## config.mk

```make
export PLATFORM = sky130hd
export DESIGN_NAME = traffic_phase_arbiter_flat
export DESIGN_NICKNAME = d
export VERILOG_FILES = /design/src/rtl/traffic_phase_arbiter_if.sv /design/src/rtl/traffic_phase_arbiter.sv /design/src/flat_wrapper.sv
export SDC_FILE = /design/constraint.sdc
export NUM_CORES = 1
export LEC_CHECK = 0
export BUFFER_PORTS_ARGS = -buffer_cell sky130_fd_sc_hd__buf_2
export CORE_MARGIN = 1
export CORE_UTILIZATION = 26
export DETAILED_ROUTE_END_ITERATION = 12
export GPL_TIMING_DRIVEN = 0
export PLACE_DENSITY = 0.5
export SLEW_MARGIN = 20
export SYNTH_ARGS = -nofsm -noshare
export SYNTH_HDL_FRONTEND = slang
export SYNTH_SLANG_ARGS = --single-unit
```

## constraint.sdc

```tcl
create_clock -name clk -period 2.6 [get_ports clk]
set_input_delay 0.26 -clock clk [delete_from_list [all_inputs] [get_ports clk]]
set_output_delay 0.26 -clock clk [all_outputs]
set_load 0.005 [all_outputs]
```

## src/rtl/traffic_phase_arbiter_if.sv

```systemverilog
// traffic_phase_arbiter_if: request/light bundle between sensors, controller and lamp drivers; preempt pins exist only with TRAFFIC_PREEMPT_EN
interface traffic_phase_arbiter_if;
  logic [3:0] req;
  logic [2:0] east, south, west, north;
  logic [3:0] grant;
`ifdef TRAFFIC_PREEMPT_EN
  logic       preempt;
  logic [1:0] preempt_dir;
  modport master (output req, preempt, preempt_dir, input east, south, west, north, grant);
  modport slave  (input req, preempt, preempt_dir, output east, south, west, north, grant);
`else
  modport master (output req, input east, south, west, north, grant);
  modport slave  (input req, output east, south, west, north, grant);
`endif
endinterface

```

## src/rtl/traffic_phase_arbiter.sv

```systemverilog
// traffic_phase_arbiter: round-robin sensor-driven phase scheduler with min/max green, yellow and all-red; TRAFFIC_PREEMPT_EN adds preemption
module traffic_phase_arbiter #(
  parameter int MIN_GREEN    = 4,
  parameter int MAX_GREEN    = 8,
  parameter int YELLOW_TIME  = 3,
  parameter int ALL_RED_TIME = 1,
  parameter int TW           = 4
) (
  input logic clk,
  input logic rst,
  traffic_phase_arbiter_if.slave bus
);
  typedef enum logic [1:0] {IDLE, GREEN, YELLOW, ALL_RED} phase_t;
  phase_t phase, phase_n;
  logic [1:0] cur, cur_n, pick, c1, c2, c3, pdir;
  logic [TW-1:0] timer, timer_n;
  logic [3:0] on;
  logic [2:0] lt [4];
  logic pre, other, go, to_yellow;
`ifdef TRAFFIC_PREEMPT_EN
  assign pre  = bus.preempt;
  assign pdir = bus.preempt_dir;
`else
  assign pre  = 1'b0;
  assign pdir = 2'd0;
`endif
  assign c1 = cur + 2'd1;
  assign c2 = cur + 2'd2;
  assign c3 = cur + 2'd3;
  assign on = 4'b0001 << cur;
  assign pick = pre ? pdir : bus.req[c1] ? c1 : bus.req[c2] ? c2 : bus.req[c3] ? c3 : cur;
  assign go = pre | (|bus.req);
  assign other = |(bus.req & ~on);
  // preemption overrides both green limits: leave at once, or hold indefinitely
  assign to_yellow = pre ? (cur != pdir)
                   : (timer >= TW'(MIN_GREEN - 1)) && (!bus.req[cur] || (other && timer >= TW'(MAX_GREEN - 1)));
  always_comb begin
    phase_n = phase;
    cur_n   = cur;
    case (phase)
      IDLE:    if (go) begin phase_n = GREEN; cur_n = pick; end
      GREEN:   if (to_yellow) phase_n = YELLOW;
      YELLOW:  if (timer == TW'(YELLOW_TIME - 1)) phase_n = ALL_RED;
      ALL_RED: if (timer == TW'(ALL_RED_TIME - 1)) begin phase_n = go ? GREEN : IDLE; cur_n = go ? pick : cur; end
      default: phase_n = IDLE;
    endcase
    timer_n = (phase_n != phase) ? '0 : timer + TW'(~&timer);
  end
  always_ff @(posedge clk) begin
    if (rst) begin
      phase <= IDLE;
      cur   <= 2'd3;
      timer <= '0;
    end else begin
      phase <= phase_n;
      cur   <= cur_n;
      timer <= timer_n;
    end
  end
  for (genvar i = 0; i < 4; i++) begin : g_lt
    assign lt[i] = (phase == GREEN && on[i]) ? 3'd1 : (phase == YELLOW && on[i]) ? 3'd2 : 3'd3;
  end
  assign bus.east  = lt[0];
  assign bus.south = lt[1];
  assign bus.west  = lt[2];
  assign bus.north = lt[3];
  assign bus.grant = (phase == GREEN) ? on : 4'b0000;
endmodule
```

## src/flat_wrapper.sv

```systemverilog
// flat-port wrapper written by rule: the top's interface ports become plain ports
module traffic_phase_arbiter_flat 
#(
  parameter int MIN_GREEN    = 4,
  parameter int MAX_GREEN    = 8,
  parameter int YELLOW_TIME  = 3,
  parameter int ALL_RED_TIME = 1,
  parameter int TW           = 4
)
  (clk, rst, bus_req, bus_east, bus_south, bus_west, bus_north, bus_grant);
  traffic_phase_arbiter_if bus_i ();
  input logic clk;
  input logic rst;
  input wire logic [$bits(bus_i.req)-1:0] bus_req;
  output wire logic [$bits(bus_i.east)-1:0] bus_east;
  output wire logic [$bits(bus_i.south)-1:0] bus_south;
  output wire logic [$bits(bus_i.west)-1:0] bus_west;
  output wire logic [$bits(bus_i.north)-1:0] bus_north;
  output wire logic [$bits(bus_i.grant)-1:0] bus_grant;
  assign bus_i.req = bus_req;
  assign bus_east = bus_i.east;
  assign bus_south = bus_i.south;
  assign bus_west = bus_i.west;
  assign bus_north = bus_i.north;
  assign bus_grant = bus_i.grant;
  traffic_phase_arbiter #(.MIN_GREEN(MIN_GREEN), .MAX_GREEN(MAX_GREEN), .YELLOW_TIME(YELLOW_TIME), .ALL_RED_TIME(ALL_RED_TIME), .TW(TW)) u_core (.clk(clk), .rst(rst), .bus(bus_i));
endmodule
```

-- Yosys cells after proc, flatten, opt, wreduce, memory -nomap -nowiden
Index checks and enable logic that the tools add are counted.
- word-level logic and storage cells: 72
- memory bits (writable): 0
- memories: 0
- bits in latches: 0
- bits in registers: 8
- bits of input ports: 6
- bits in read-only memories: 0
- output and inout bits: 16
- shift-type cells: 1
- bitwise gates (word level): 2
- $lt $le $gt $ge: 6
- reductions and logical operators: 21
- add/sub/neg operators: 4
- equal/unequal tests: 6
- divide/modulo/power cells: 0
- multiplexer cells: 29
- $mul: 0
- operators by type and width (operator ; count):
    $mux 2 ; 9
    $lt 2x3->1 const B ; 4
    $mux 3 ; 4
    $logic_and 1x1->1 ; 10
    $mux 1 ; 9
    $bmux 1 s2 ; 4
    $pmux 2 s4 ; 1
    $reduce_or 4->1 ; 2
    $add 2x2->2 const B ; 2
    $add 4x1->4 ; 1
    $and 4x4->4 ; 1
    $eq 2x2->1 const B ; 2
    $eq 4x2->1 const B ; 1
    $ge 4x2->1 const B ; 1
    $ge 4x3->1 const B ; 1
    $logic_not 4->1 ; 1
    $mux 4 ; 1
    $not 4->4 ; 1
    $pmux 2 s2 ; 1
    $reduce_and 4->1 ; 1
    $shl 1x2->4 const A ; 1
    $add 2x1->2 const B ; 1
    $eq 2x1->1 const B ; 1
    $logic_not 1->1 ; 2
    7 further kinds ; 7

-- Depth between registers and ports, before layout
Gate-level depths: netlist (run 1).
- word-level depth: 11
- mapped depth: 7
- mapped depth without buffers: 6

-- Worst setup path before layout (run 1)
No wires, ideal clock.
- path kind: register -> register
- from: register u_core.cur[0]
- to: register u_core.cur[0]
- stages on the path, launching flop included: 8
- setup slack: 537 ps
- arrival time: 1941 ps
- cells stage by stage: dfxtp_1 > clkbuf_1 > inv_1 > ha_1 > inv_1 > a21o_1 > a221o_1 > a221o_1
- cells in the longest elaborated chain, start to end: 9
- elaborated cells between the ends (all ways): 15
- those cells by class: 3 x add/sub; 12 x mux
- ends and longest elaborated chain (what ; line ; RTL):
    start, declared ; traffic_phase_arbiter.sv:15 ; logic [1:0] cur, cur_n, pick, c1, c2, c3, pdir;
    start signal, assigned ; traffic_phase_arbiter.sv:56 ; cur <= cur_n;
    $add 2x2->2 ; traffic_phase_arbiter.sv:29 ; assign c3 = cur + 2'd3;
    $bmux 1 s2 ; traffic_phase_arbiter.sv:31 ; assign pick = pre ? pdir : bus.req[c1] ? c1 : bus.req[c2] ? c2 : bus.req[c3] ? c3 : cur;
    $mux 1 (not written as such) ; traffic_phase_arbiter.sv:31 ;
    $mux 2 (3 in a row) ; traffic_phase_arbiter.sv:31 ;
    $mux 2 (*) ; traffic_phase_arbiter.sv:41, traffic_phase_arbiter.sv:44 ;
    $mux 2 ; traffic_phase_arbiter.sv:44 ; ALL_RED: if (timer == TW'(ALL_RED_TIME - 1)) begin phase_n = go ? GREEN : IDLE; cur_n = go ? pick : cur; end
    $pmux 2 s2 (*) ; traffic_phase_arbiter.sv:40 ; case (phase)
Every way passes the cells marked *; elsewhere a longest branch is shown, timed or not. The select of a mux whose other input is x is not followed.
A chain may end at the register's enable or synchronous reset.

-- Worst setup path after layout (run 1)
Same ends and word-level chain as after synthesis.

==> results of run 1 <==
metrics by stage:
stage / cell area, sq um / std cells / setup WS (ns) / total power, mW / util [%]
floorplan: 1030 / 136 / 0.5370 / 0.7322 / -
global placement: 1175 / 201 / 0.3178 / 0.8913 / 31.62
detailed placement: 1175 / 201 / 0.2484 / 0.9091 / 31.62
CTS: 1216 / 204 / 0.2246 / 1.063 / 32.73
global route: 1216 / 204 / 0.05703 / 1.170 / 32.73
finish: 1216 / 204 / 0.2430 / 1.064 / 32.73
routing by layer:
metal / up-vias / GRT usage, % / wire, microns / part of all wire (%)
met3: 0 / 1.585 / 54 / 2.1
met5: - / 0 / 0 / 0
met4: 0 / 3.333 / 0 / 0
li1: 535 / - / - / -
met2: 17 / 23.55 / 1348 / 52
met1: 498 / 16.19 / 1199 / 46
state kept, by name, summed over array words and instances (netlist names):
name,flops
u_core.cur,2
u_core.phase,2
u_core.timer,4
Yosys cell counts, types with 3 or more instances:
library cell   n  area (sq um)
a211oi_1       6         45.04
o21ai_0        3         15.01
clkbuf_1       9         33.78
nand2b_1       6         37.54
a21oi_1        5         25.02
a31oi_1        4         25.02
nand2_1       11         41.29
inv_1         13         48.80
ha_1          10         125.1
buf_4          4         30.03
nor4_1         3         18.77
nor2_1         4         15.01
nand3_1        7         35.03
dfxtp_1        8         160.2
a221o_1        3         30.03
area by class of cell:
| cell class | count | area, sq um | area share, % |
|---|---|---|---|
| Buffer | 14 | 75.07 | 6.173 |
| Clock buffer | 3 | 41.29 | 3.395 |
| Inverter | 13 | 48.80 | 4.012 |
| Multi-Input combinational cell | 101 | 745.7 | 61.32 |
| Sequential cell | 8 | 160.2 | 13.17 |
| Tap cell | 48 | 60.06 | 4.938 |
| Timing Repair Buffer | 17 | 85.08 | 6.996 |
how the worst min path moves through the flow:
| stage | start | end | slack, ns | cells after the start |
|---|---|---|---|---|
| after floorplan | rst | u_core.phase[1] | 0.34 | 1 |
| after global placement | rst | u_core.phase[1] | 0.54 | 2 |
| after detailed placement | rst | u_core.phase[1] | 0.55 | 2 |
| after CTS | rst | u_core.phase[1] | 0.31 | 2 |
| after global routing | rst | u_core.phase[1] | 0.33 | 2 |
| final | rst | u_core.phase[1] | 0.32 | 2 |
cell families after synthesis:
group | synth area share, %
XOR/XNOR | 1.720
flip-flops | 15.72
AND/OR/NAND/NOR | 24.32
buffers and inverters | 12.16
other | 0.3682
multiplexers | 6.388
AO/OA/AOI/OAI | 27.03
adder cells (fa/ha/maj) | 12.29
worst max-delay path, cell delays in order, from the launching register on:
cell,delay [ns]
dfxtp_1,0.39
clkbuf_1,0.42
inv_1,0.12
ha_1,0.41
inv_1,0.08
a21o_1,0.15
a221o_1,0.30
a221o_1,0.36
placed cells by master (no fill, tap or decap), drive strengths merged, types with 2 or more instances in the layout:
master	netlist	final
buf	5	22
inv	13	13
clkbuf	9	12
nand2	11	11
ha	10	10
dfxtp	8	8
nand3	7	7
nand2b	6	6
a211oi	6	6
a21oi	5	5
a31oi	4	4
nor2	4	4
conb	1	4
o21ai	3	3
nor4	3	3
a221o	3	3
or3	3	3
nor2b	2	2
or4b	2	2
mux2	2	2
mux2i	2	2
a21boi	2	2
o41ai	2	2
report_power, final:
part | switching, mW | leakage, nW | internal, mW
Clock | 0.0490 | 0.0216 | 0.100
Sequential | 0.0616 | 0.0658 | 0.161
Combinational | 0.393 | 0.439 | 0.300
==> impl_metrics.ini, run 1 <==
[detailed_routing]
num_vias = 1050
post_drt_wl_per_cell_microns = 12.75
dr.first_iter.drc_count = 44
wl_microns = 2602
firstDrtPassIters = 4
drc = 0
vias_per_cell = 5.147
ant_nets = 0

[finish]
layout-drive-gt1-share_pct = 21.15
nFillCells = 398
area_delta_synth_final_pct = 19.41
finalNetCount = 174
antenna_cells = 0

[worst_setup_path]
crit_type = register to register
worstRegToRegCells = 7
end_kind = register
cp.arrival_ns = 2.47
r2r-end = u_core.cur[0]
r2r-start = u_core.cur[0]
critPathLaunchType = register
cp.required_ns = 2.71
rrSetupSlack_ns = 0.24
critical_path.startpoint = u_core.cur[0]
critical_path.max_fanout = 10
crit_path_end = u_core.cur[0]

[hold_path]
hp-class = primary input to register

[die]
die_width_microns = 64.59
coreArea_sq_mm = 0.003716
dieHeight_microns = 64.59
ioPinCount = 22
row_count = 22
dieArea_sq_mm = 0.004171
initial_core_util_pct = 27.41

[timing]
fin_crit_ns = 2.357
relSlewSlack_pct = 51.12
setup_tns_ns = 0
hold_viol_final = 0
fin_crit_sh_pct = 90.65
rsz0062_at_grt = false
setup_viol = 0
whs_ns = 0.3167
maxSlewViolCount = 0
clock.fmax_ghz = 0.4243
skew_ns = 0.005019
worstMarginPinSlew_ns = 0.7265

[job]
drv_cap = 0

[place]
routabilityCongestion = 0.8375
port_buffers = 17
dp_hpwl_microns = 2043

[logic_synthesis]
synth.distinct_cells = 45
synthArstFlopShare_pct = 0
ys_seq_area_share_pct = 15.72
ys_warn_count = 0
syn_area_sq_mm = 0.001018
netlist_instances = 133
synth_top_flop_cell = dfxtp_1
synth-seq-cells = 8
synth_area_per_cell_sq_um = 7.658
synth_edf_count = 0

[clocking]
tritoncts = yes
postCtsResizedCells = 0
clkTransAtPathRegs_ns = 0.04
cts_root_buf = clkbuf_8
postCtsHoldBufs = 0
clkSinkCount = 8
cts.path.max_buffers = 2
insertion_delay_ns = 0.23
cts_buffers = 3
htreeDepth = 1
post_cts_buffers = 0

[global_routing]
grt_pass1_vias = 940
grt_overflow = 0
antenna_found_initial = 0
gr-usage-all-layers_pct = 13.05
grt_pass1_wl_microns = 4347
grt_max_degree = 11

[power_and_ir_drop]
power.density_mw_per_mm2 = 875.0
p_leak_nw = 0.5264
peakVddDrop_mv = 0.3888

[status]
status = complete, no violations
Power figures use the tool's default switching activity.
==> run 2: changes to the inputs <==
- ABC_AREA: default -> 1
- CORE_UTILIZATION: 26 -> 40
- PLACE_DENSITY: 0.5 -> 0.69
==> run 2 against run 1 <==
Synthesized cell count grew 3.8%. Via count is 17% lower. Clock skew up 0.0034 ns. Clock power fell by 37%. Area after synthesis is 16% lower. Count of clock-buffer cells in the layout did not move. Register-to-register slack improved by 0.58 ns. Cell area decreased by 17%. Sequential cell count is the same. Worst setup slack better by 0.58 ns. Power decreased by 47%. Global-route usage grew 3.8 points. Critical path type unchanged. Highest routed layer unchanged.
==> impl_metrics.ini, run 2 <==
[status]
status = complete, no violations

[clocking]
cts_root_buf = clkbuf_4
clkTransAtPathRegs_ns = 0.06
postCtsHoldBufs = 0
insertion_delay_ns = 0.25
clkSinkCount = 8
postCtsResizedCells = 0
cts.path.max_buffers = 2
post_cts_buffers = 0
cts_buffers = 3
tritoncts = yes
htreeDepth = 1

[detailed_routing]
vias_per_cell = 4.633
dr.first_iter.drc_count = 23
wl_microns = 1716
num_vias = 871
ant_nets = 0
drc = 0
firstDrtPassIters = 4
post_drt_wl_per_cell_microns = 9.128

[timing]
setup_viol = 0
fin_crit_sh_pct = 68.26
hold_viol_final = 0
setup_tns_ns = 0
rsz0062_at_grt = false
clock.fmax_ghz = 0.5635
fin_crit_ns = 1.775
skew_ns = 0.008448
maxSlewViolCount = 0
setup_ws_ns = 0.8252

[logic_synthesis]
synthArstFlopShare_pct = 0
synth_mux_area_share_pct = 0
synth_top_area_share_pct = 18.63
synth_common_cells = 35 x nand2_1, 24 x inv_1, 13 x nor2_1
yosys.area_share.xor_xnor_pct = 2.038
synth-seq-cells = 8
ys_warn_count = 0
syn_area_sq_um = 859.6
ys_seq_area_share_pct = 18.63
yosysTopAreaCell = dfxtp_1
synth_area_per_cell_sq_um = 6.229
synth_top_family_by_area = simple AND/OR/NAND/NOR gates
synth_top_flop_cell = dfxtp_1
synth.distinct_cells = 25
netlist_instances = 138
synth.most_common_cell = nand2_1
yosys.area_share.simple_pct = 37.70
synth_compound_area_share_pct = 11.35
synth_edf_count = 0
yosys.area_share.adder_pct = 14.56
synthTopCellsByArea = dfxtp_1 19%, nand2_1 15%, ha_1 15%

[die]
dieArea_sq_mm = 0.002338
die_width_microns = 48.36
row_count = 16
coreArea_sq_mm = 0.001982
ioPinCount = 22
dieHeight_microns = 48.36
initial_core_util_pct = 43.37

[worst_setup_path]
path_cells = buf_6 > inv_1 > ha_1 > inv_1 > nand2_1 > nand2_1 > o21ai_1 > nand2_1 > nand3_1 > nand2_1 > nand2_2 > nor2_1 > nor2_2 > nand3_2 > nor2_1
cp.arrival_ns = 1.92
cp.required_ns = 2.75
crit_buf_inv = 3
end_kind = register
cpMaxStageDelayCell = dfxtp_1
path_delay_family = simple AND/OR/NAND/NOR gates
critical_path.max_fanout = 10
worstRegToRegCells = 15
cp.depth = 15
slowest_delay_ns = 0.41
crit_type = register to register
critPathLaunchType = register
cp_common_cell = nand2_1

[place]
dp_hpwl_microns = 1495
port_buffers = 17
routabilityCongestion = 0.7970
pre_cts_ws_ns = 0.7979

[finish]
antenna_cells = 0
regArea_sq_um = 160.2
multi_input_area_sq_um = 579.3
layout-drive-gt1-share_pct = 21.74
area_delta_synth_final_pct = 17.76
final_common_cell = nand2_1
final_cell_mix = 35 x nand2_1, 24 x inv_1, 17 x buf_2
largest_register_ffs = 4
top_regs = u_core.timer x4, u_core.cur x2, u_core.phase x2
nFillCells = 214
finalNetCount = 179
max_flop_register = u_core.timer

[power_and_ir_drop]
power.density_mw_per_mm2 = 562.2
peakVddDrop_mv = 0.3852
p_total_mw = 0.5690
p_leak_nw = 0.5779

[global_routing]
grt_max_degree = 11
grt_pass1_vias = 785
antenna_found_initial = 0
grt_overflow = 0
gr-usage-all-layers_pct = 16.85
grt_pass1_wl_microns = 3194

[hold_path]
hp-class = primary input to register
min_path_cells = 2

[job]
drv_cap = 0
## run 2: kinds of logic after synthesis
family	count (synthesis)
DFF	8
other	1
buffers and inverters	29
xor gates and xnor gates	2
adders and majority gates	10
AOI/OAI and AO/OA	17
and+or+nand+nor	71
## run 2: path summary, 6_finish.rpt
kind                        start              end  slack (ns)
setup / recovery    u_core.cur[0]  u_core.timer[3]        0.83
hold / removal                rst  u_core.phase[1]        0.21
hold reg to reg   u_core.phase[1]  u_core.phase[1]        0.62
setup reg to reg    u_core.cur[0]  u_core.timer[3]        0.83
## run 2: area by class of cell
cell class,count,area share [%]
timing repair buffer,17,8.405
buffer,5,4.079
sequential,8,15.82
multi-input combinational,104,57.23
inverter,24,8.900
tap,27,3.337
clock buffer,3,2.225
## run 2: per-layer routing
layer / GRT usage (%) / up-vias / part of all wire, %
met2: 30.99 / 12 / 52
met3: 3.145 / 0 / 1.9
li1: - / 472 / -
met5: 0 / - / 0
met1: 20.08 / 387 / 46
met4: 3.922 / 0 / 0
## run 2: power by group
part | internal [mW] | total (mW) | switching (mW)
registers | 0.140 | 0.165 | 0.0251
clock network | 0.0527 | 0.0939 | 0.0411
logic | 0.128 | 0.310 | 0.182
## run 2: per-stage QoR
stage	util (%)	std cells	hold slack [ns]	area (sq um)
final	51.07	188	0.2134	1012
after detailed placement	49.94	185	0.4700	989.7
after floorplan	-	141	0.3291	870.8
after CTS	51.07	188	0.2013	1012
after global placement	49.94	185	0.4668	989.7
after global routing	51.07	188	0.2067	1012
